`src/rtl/sram_arb_pkg.sv`:
```
// Shared types for the SRAM OBI arbiter: port index, response-pipeline stage
// and the round-robin pointer helper.
package sram_arb_pkg;

    localparam int MAX_PORTS   = 4;
    localparam int MAX_LATENCY = 2;
    localparam int IDX_W       = (MAX_PORTS > 1) ? $clog2(MAX_PORTS) : 1;

    // Sized for the largest supported port count so one type serves every build.
    typedef logic [IDX_W-1:0] port_idx_t;

    typedef struct packed {
        logic      valid;
        port_idx_t idx;
    } rsp_stage_t;

    function automatic port_idx_t next_ptr(input port_idx_t cur, input int num_ports);
        return (int'(cur) >= num_ports - 1) ? '0 : cur + port_idx_t'(1);
    endfunction

endpackage

```
`src/rtl/sram_obi_arbiter_rr_arbiter.sv`:
```
// Combinational round-robin arbiter: picks the first requester at or after
// the pointer, wrapping around to port 0.
module rr_arbiter
    import sram_arb_pkg::*;
#(
    parameter int NUM_PORTS = 2
) (
    input  logic [NUM_PORTS-1:0] req,
    input  port_idx_t            ptr,
    output logic [NUM_PORTS-1:0] gnt,
    output port_idx_t            idx,
    output logic                 any
);

    logic [NUM_PORTS-1:0] upper;
    logic [NUM_PORTS-1:0] masked;
    port_idx_t            idx_masked;
    port_idx_t            idx_all;

    genvar gi;
    generate
        for (gi = 0; gi < NUM_PORTS; gi++) begin : g_port
            assign upper[gi] = (port_idx_t'(gi) >= ptr);
            assign gnt[gi]   = any && (idx == port_idx_t'(gi));
        end
    endgenerate

    assign masked = req & upper;
    assign any    = |req;

    // Lowest set bit wins; the masked search handles ports at or after ptr,
    // the unmasked one provides the wrap-around.
    always_comb begin
        idx_masked = '0;
        idx_all    = '0;
        for (int i = NUM_PORTS - 1; i >= 0; i--) begin
            if (masked[i]) idx_masked = port_idx_t'(i);
            if (req[i])    idx_all    = port_idx_t'(i);
        end
    end

    assign idx = (|masked) ? idx_masked : idx_all;

endmodule

```
`src/rtl/sram_obi_arbiter.sv`:
```
// Shares one single-port SRAM between NUM_PORTS OBI requesters with a
// same-cycle round-robin grant and a latency-matched response pipeline.
module sram_obi_arbiter
    import sram_arb_pkg::*;
#(
    parameter int NUM_PORTS    = 2,
    parameter int DATA_WIDTH   = 32,
    parameter int NUM_WORDS    = 16384,
    parameter int ADDR_WIDTH   = 32,
    parameter int SRAM_LATENCY = 1
) (
    input  logic                                    clk_i,
    input  logic                                    rst_ni,
    input  logic [NUM_PORTS-1:0]                    req_i,
    output logic [NUM_PORTS-1:0]                    gnt_o,
    input  logic [NUM_PORTS-1:0][ADDR_WIDTH-1:0]    addr_i,
    input  logic [NUM_PORTS-1:0]                    we_i,
    input  logic [NUM_PORTS-1:0][DATA_WIDTH/8-1:0]  be_i,
    input  logic [NUM_PORTS-1:0][DATA_WIDTH-1:0]    wdata_i,
    output logic [NUM_PORTS-1:0]                    rvalid_o,
    output logic [NUM_PORTS-1:0][DATA_WIDTH-1:0]    rdata_o,
    output logic                                    sram_req_o,
    output logic                                    sram_we_o,
    output logic [$clog2(NUM_WORDS)-1:0]            sram_addr_o,
    output logic [DATA_WIDTH-1:0]                   sram_wdata_o,
    output logic [DATA_WIDTH/8-1:0]                 sram_be_o,
    input  logic [DATA_WIDTH-1:0]                   sram_rdata_i
);

    localparam int WORD_AW = $clog2(NUM_WORDS);
    localparam int OFF_W   = $clog2(DATA_WIDTH / 8);

    logic [NUM_PORTS-1:0] req_eff;
    logic [NUM_PORTS-1:0] gnt;
    logic                 any;
    port_idx_t            win_idx;
    port_idx_t            ptr_reg;
    port_idx_t            ptr_next;
    rsp_stage_t           pipe_reg [SRAM_LATENCY];
    rsp_stage_t           last_stage;
    logic                 unused_addr;

    // Requests are masked while reset is held so nothing is granted or forwarded.
    assign req_eff = rst_ni ? req_i : '0;

    rr_arbiter #(
        .NUM_PORTS (NUM_PORTS)
    ) u_rr_arbiter (
        .req (req_eff),
        .ptr (ptr_reg),
        .gnt (gnt),
        .idx (win_idx),
        .any (any)
    );

    assign gnt_o    = gnt;
    assign ptr_next = any ? next_ptr(win_idx, NUM_PORTS) : ptr_reg;

    always_ff @(posedge clk_i or negedge rst_ni) begin
        if (!rst_ni) ptr_reg <= '0;
        else         ptr_reg <= ptr_next;
    end

    // AND-OR mux on the one-hot grant; every SRAM field falls to 0 when idle.
    always_comb begin
        sram_we_o    = 1'b0;
        sram_be_o    = '0;
        sram_wdata_o = '0;
        sram_addr_o  = '0;
        for (int i = 0; i < NUM_PORTS; i++) begin
            if (gnt[i]) begin
                sram_we_o    = we_i[i];
                sram_be_o    = be_i[i];
                sram_wdata_o = wdata_i[i];
                sram_addr_o  = addr_i[i][OFF_W +: WORD_AW];
            end
        end
    end

    assign sram_req_o  = any;
    assign unused_addr = ^addr_i;

    always_ff @(posedge clk_i or negedge rst_ni) begin
        if (!rst_ni) begin
            for (int s = 0; s < SRAM_LATENCY; s++) pipe_reg[s] <= '0;
        end else begin
            pipe_reg[0] <= rsp_stage_t'{valid: any, idx: win_idx};
            for (int s = 1; s < SRAM_LATENCY; s++) pipe_reg[s] <= pipe_reg[s-1];
        end
    end

    assign last_stage = pipe_reg[SRAM_LATENCY-1];

    genvar gi;
    generate
        for (gi = 0; gi < NUM_PORTS; gi++) begin : g_rsp
            assign rvalid_o[gi] = last_stage.valid && (last_stage.idx == port_idx_t'(gi));
            assign rdata_o[gi]  = sram_rdata_i;
        end
    endgenerate

    a_gnt_onehot : assert property (@(posedge clk_i) disable iff (!rst_ni) $onehot0(gnt_o));
    a_gnt_subset : assert property (@(posedge clk_i) disable iff (!rst_ni) (gnt_o & ~req_i) == '0);
    a_rvalid_onehot : assert property (@(posedge clk_i) disable iff (!rst_ni) $onehot0(rvalid_o));

endmodule

```
`config.mk`:
```
export PLATFORM = sky130hd
export DESIGN_NAME = sram_obi_arbiter
export DESIGN_NICKNAME = d
export VERILOG_FILES = /design/src/rtl/sram_arb_pkg.sv /design/src/rtl/sram_obi_arbiter_rr_arbiter.sv /design/src/rtl/sram_obi_arbiter.sv
export SDC_FILE = /design/constraint.sdc
export NUM_CORES = 1
export LEC_CHECK = 0
export ABC_AREA = 1
export BUFFER_PORTS_ARGS = -buffer_cell sky130_fd_sc_hd__buf_2
export CAP_MARGIN = 20
export CELL_PAD_IN_SITES_DETAIL_PLACEMENT = 0
export CELL_PAD_IN_SITES_GLOBAL_PLACEMENT = 1
export CORE_MARGIN = 10
export CORE_UTILIZATION = 13
export DETAILED_ROUTE_END_ITERATION = 10
export PLACE_DENSITY_LB_ADDON = 0.1
export RECOVER_POWER = 25
export SLEW_MARGIN = 25
export SYNTH_ARGS = -nofsm -noshare
export SYNTH_HDL_FRONTEND = slang
export SYNTH_SLANG_ARGS = --single-unit
```
`constraint.sdc`:
```
create_clock -name clk_i -period 0.9 [get_ports clk_i]
set_input_delay 0 -clock clk_i [delete_from_list [all_inputs] [get_ports clk_i]]
set_output_delay 0 -clock clk_i [all_outputs]
set_load 0.05 [all_outputs]
```
Word-level counts from Yosys, hierarchy flattened
Cells that the tools add are included.
Widths: inputs -> output; s select.
{"block": "op_classes", "n_addsub": 1, "n_lt_le_gt_ge": 3, "n_eq_ne": 2, "mux": 15, "bitwise": 1, "n_reduce_logical": 8}
{"op": "$mux 32", "count": 2}
{"op": "$mux 14", "count": 2}
{"op": "$mux 4", "count": 2}
{"op": "$mux 1", "count": 7}
{"op": "$ge 1x2->1 const A", "count": 2}
{"op": "$logic_and 1x1->1", "count": 4}
{"op": "$logic_not 2->1", "count": 2}
{"op": "$mux 2", "count": 2}
{"op": "$reduce_or 2->1", "count": 2}
{"op": "$add 2x1->2 const B", "count": 1}
{"op": "$and 2x2->2", "count": 1}
{"op": "$eq 2x1->1 const B", "count": 1}
{"op": "$ge 2x1->1 const B", "count": 1}
{"op": "$eq 1x1->1 const B", "count": 1}
{"block": "word_totals", "reg_bits": 5, "input_bits": 174, "output_inout_bits": 120, "elab_cells": 33}

Depth between registers and ports, before layout
{"block": "depth", "depth_word": 9, "ltp_mapped": 6, "ltp_nobuf": 5}

Modules after synthesis
From an unflattened synthesis, not the netlist that was laid out.
{"block": "hier_totals", "cells_unflattened": 271, "hier_area_um2": 1856.8}
{"module": "sram_obi_arbiter", "n_inst": 1, "cells_each": 259, "area_each_um2": 1804.2}
{"module": "rr_arbiter", "n_inst": 1, "cells_each": 12, "area_each_um2": 52.6}

Worst setup path after synthesis
No wires, ideal clock.
{"block": "synth_path", "kind": "register to output", "start": "reg ptr_reg[0]", "end": "out sram_addr_o[3]", "t_arrival_ns": 1.257, "required_time_ns": 0.900, "path_slack_ns": -0.357, "stages_incl_launch_ff": 7, "n_path_buf": 1, "path_cell_list": "dfrtp_1 inv_1 nand2_1 nand2_2 buf_2 nand3_1 nand2_1"}
{"block": "synth_via", "elab_chain_len": 9}
{"element": "from (decl)", "line": "sram_obi_arbiter.sv:37", "rtl": "port_idx_t ptr_reg;"}
{"element": "from (signal assigned)", "line": "sram_obi_arbiter.sv:61", "rtl": "else ptr_reg <= ptr_next;"}
{"element": "$ge 1x2->1", "line": "sram_obi_arbiter_rr_arbiter.sv:23", "rtl": "assign upper[gi] = (port_idx_t'(gi) >= ptr);"}
{"element": "$and 2x2->2 (*)", "line": "sram_obi_arbiter_rr_arbiter.sv:28", "rtl": "assign masked = req & upper;"}
{"element": "$mux 1 (2 in a row)", "line": "sram_obi_arbiter_rr_arbiter.sv:37", "rtl": "if (masked[i]) idx_masked = port_idx_t'(i);"}
{"element": "$mux 1 (*)", "line": "sram_obi_arbiter_rr_arbiter.sv:42", "rtl": "assign idx = (|masked) ? idx_masked : idx_all;"}
{"element": "$logic_not 2->1", "line": "sram_obi_arbiter_rr_arbiter.sv:24", "rtl": "assign gnt[gi] = any && (idx == port_idx_t'(gi));"}
{"element": "$logic_and 1x1->1", "line": "sram_obi_arbiter_rr_arbiter.sv:24"}
{"element": "$mux 14", "line": "sram_obi_arbiter.sv:71", "rtl": "if (gnt[i]) begin"}
{"element": "$mux 14 (*)", "line": "sram_obi_arbiter.sv:71"}
{"element": "to (decl)", "line": "sram_obi_arbiter.sv:24", "rtl": "output logic [$clog2(NUM_WORDS)-1:0] sram_addr_o,"}
Every way passes the cells marked *; elsewhere a longest branch is shown, timed or not.

Worst setup path in the final report
{"block": "layout_path", "start": "reg ptr_reg[0]", "end": "out sram_wdata_o[28]"}
{"block": "layout_via", "elab_chain_len": 9}
{"element": "$ge 1x2->1", "line": "sram_obi_arbiter_rr_arbiter.sv:23"}
{"element": "$and 2x2->2 (*)", "line": "sram_obi_arbiter_rr_arbiter.sv:28"}
{"element": "$mux 1 (2 in a row)", "line": "sram_obi_arbiter_rr_arbiter.sv:37"}
{"element": "$mux 1 (*)", "line": "sram_obi_arbiter_rr_arbiter.sv:42"}
{"element": "$logic_not 2->1", "line": "sram_obi_arbiter_rr_arbiter.sv:24"}
{"element": "$logic_and 1x1->1", "line": "sram_obi_arbiter_rr_arbiter.sv:24"}
{"element": "$mux 32", "line": "sram_obi_arbiter.sv:71"}
{"element": "$mux 32 (*)", "line": "sram_obi_arbiter.sv:71"}
{"element": "to (decl)", "line": "sram_obi_arbiter.sv:25", "rtl": "output logic [DATA_WIDTH-1:0] sram_wdata_o,"}
Marked as above.

==> metrics.md <==
| Metric | Value |
|---|---|
| Outcome | complete, but fails checks |
| Failing checks | setup timing |
| # rows | 39 |
| Vias per cell | 3.87 |
| Mux contribution to synthesized area | 0 |
| Util after Layout | 0.352 |
| Compound-Gate Fraction of Synth Area | 0.0169 |
| Tmin final | 1.44 ns |
| CORE AREA | 0.0116 mm2 |
| #FFs+latches synth | 3 |
| Fin crit share | 1.60 |
| PortBufs | 161 |
| Fin cells | 507 |
| Clock transition at path regs | 0.03 ns |
| Setup TNS | -26.55 ns |
| Die Height | 129 um |
| Hold Crit Depth | 0 |
| Layout Nets | 539 |
| IO Pins | 294 |
| Largest net degree at the start of global routing | 23 |
| Largest family of logic cells by synthesized area | simple AND/OR/NAND/NOR gates |
| Hpwl dp | 6400 um |
| CTS Root Cell | clkbuf_16 |
| Final WS setup | -0.540 ns |
| Vias in the first global route | 2231 |
| Remaining global-route overflow | 0 |
| Worst path cell trace | inv_2, a21oi_4, buf_12, buf_12, buf_16, nand2_8, nand2_8, buf_8 |
| CTS Buf Count | 3 |
| Drt first pass iters | 3 |
| Final GP Congestion | 0.638 |
| Largest stage delay, worst path | 0.37 ns |
| Initial Util | 0.135 |
| CP Capture Type | primary output |
| Synthesized-area fraction occupied by and/or/nand/nor cells | 0.516 |
| Cell variety after synth | 15 |
| Wirelength, routed | 8230 um |
| Fin. max-slew vios | 0 |
| Post-Syn Area | 0.00156 mm2 |
| Max stage delay cell, worst path | dfrtp_1 |
| Post-Synth Adder-Cell Area | 0 |
| Max Root-Sink Buffers | 2 |
| Peak fanout along the critical path | 5 |
| Post-Synthesis Cells | 251 |
| DRC Markers | 0 |
| GRT Overall Usage | 0.0920 |
| Worst Skew | 0.000244 ns |
| Post-route ant nets | 0 |
| Arrival @ worst endpoint | 1.44 ns |
| DRT iter0 DRCs | 30 |
| Crit start category | register |
| Vias | 1962 |
| H-tree depth | 1 |
| CTS tree | done |
| Die area | 0.0167 mm2 |
| Syn Nets | 425 |
| RSZ-0062 raised after global routing | yes |
| Tightest Hold Check Type | primary input to primary output |
| Pwr Density | 1000 mW/mm2 |
| Final hold slack | 0.0000242 ns |
| Largest register FFs | 2 |
| Fmax | 0.695 GHz |
| Worst Tran Pin Value | 0.304 ns |
| Ant diodes | 0 |
| First-pass GRT wire length | 12400 um |
| Max-capacitance violation count | 0 |
| CTS Sinks | 3 |
| Share of cells above drive strength 1 | 0.904 |
| Avg Inst Size Synth | 6.20 um2 |
| Post-Synth XOR/XNOR Area | 0 |
| Die Wd | 129 um |
| Worst skew pair latency | 0.22 ns |
| Yosys warning count | 0 |
| Required @ worst endpoint | 0.90 ns |
| Worst VDD drop | 0.000437 V |
| Final setup fails | 55 |
| Sequential element share of the synthesized area | 0.0482 |
| Placed Cells incl. Taps | 491 |
| CP Class | register to primary output |
| Area delta synth->final | 161% |
| Hold Vio Cnt, Final | 0 |
| Leakage power | 1.89 nW |
| Drt wl/cell | 16.2 um |
| Register-to-Register Path Depth | 7 |
| Max_slew headroom | 0.797 |
| Initial antenna violation count | 0 |
| Post-route total power | 0.00408 W |
## cell usage after synthesis
cell | n | share of area
nand2_1 | 97 | 0.23
buf_4 | 66 | 0.32
nand3_1 | 31 | 0.10
nand3_2 | 20 | 0.13
nand2_2 | 11 | 0.044
buf_6 | 10 | 0.072
inv_1 | 5 | 0.012
dfrtp_1 | 3 | 0.048
buf_2 | 2 | 0.0064
a21oi_1 | 1 | 0.0032
a21oi_4 | 1 | 0.010
buf_8 | 1 | 0.0096
nand2_4 | 1 | 0.0072
nor2_1 | 1 | 0.0024
o21ai_0 | 1 | 0.0032
## metrics by stage
| stage | cell area (um2) | setup WS [ns] |
|---|---|---|
| floorplan | 2400 | -0.237 |
| global placement | 2960 | -0.431 |
| finish | 4070 | -0.540 |
| global route | 4070 | -0.581 |
| CTS | 3890 | -0.576 |
| detailed placement | 2960 | -0.430 |
## cell type report
type	instances	area [um2]
Sequential cell	3	75.1
Inverter	5	22.5
Clock buffer	4	78.8
Multi-Input combinational cell	165	1870
Timing Repair Buffer	187	1850
Tap cell	143	179
Fill cell	1174	7500
## power breakdown
part | total (W) | leakage, nW | internal [W] | switching, W
clock | 0.000705 | 0.0382 | 0.000585 | 0.000121
combinational | 0.00322 | 1.82 | 0.00139 | 0.00183
sequential | 0.000155 | 0.0365 | 0.000148 | 0.00000693
total | 0.00408 | 1.89 | 0.00212 | 0.00196
## worst paths after layout
| kind | startpoint | end | slack [ns] |
|---|---|---|---|
| worst max-delay path | ptr_reg[0] | sram_wdata_o[28] | -0.54 |
| worst max register to register | ptr_reg[0] | ptr_reg[0] | -0.26 |
| worst min register to register | ptr_reg[0] | ptr_reg[0] | 0.71 |
| worst min-delay path | sram_rdata_i[13] | rdata_o[45] | 0.00002 |
| max in group asynchronous | rst_ni | ptr_reg[0] | 0.58 |
| min in group asynchronous | rst_ni | last_stage[2] | 0.21 |
## worst max-delay path, delay by kind of cell, from the launching register on
| family | cells | cell delay, ns |
|---|---|---|
| simple gates | 2 | 0.10 |
| buf+inv | 5 | 0.66 |
| flops | 1 | 0.37 |
| compound gates | 1 | 0.07 |
## layout by cell type, fill, tap and decap left out
cell type      instances
a21oi_1                1
a21oi_4                1
buf_12                16
buf_16                 3
buf_2                105
buf_4                  3
buf_6                  4
buf_8                 52
clkbuf_1               1
clkbuf_16              5
clkinvlp_4             1
dfrtp_1                3
dlygate4sd3_1          2
inv_1                  3
inv_2                  1
nand2_1               25
nand2_2               14
nand2_4               58
nand2_8               13
nand3_2               21
nand3_4               30
nor2_2                 1
o21ai_2                1
## metal layers
| metal | global-route usage | up-vias | share of wire |
|---|---|---|---|
| li1 | - | 961 | - |
| met1 | 0.0961 | 888 | 0.34 |
| met2 | 0.166 | 99 | 0.53 |
| met3 | 0.0367 | 14 | 0.12 |
| met4 | 0.0291 | 0 | 0.014 |
| met5 | 0 | - | 0 |
## cell families after synthesis
| group | after synthesis |
|---|---|
| simple gates | 161 |
| compound gates | 3 |
| buf+inv | 84 |
| flops | 3 |
## repair_timing
| item | in CTS | in global routing |
|---|---|---|
| setup endpoints to repair | 58 | 57 |
| pin swaps | 10 | 20 |
| cloned | 4 | 3 |
| hold buffers | 2 | 0 |
| gates resized for setup | 188 | 20 |
| endpoints found under the hold margin | 3 | 0 |
| buffers inserted | 4 | 1 |
(Power assumes the default switching activity.)
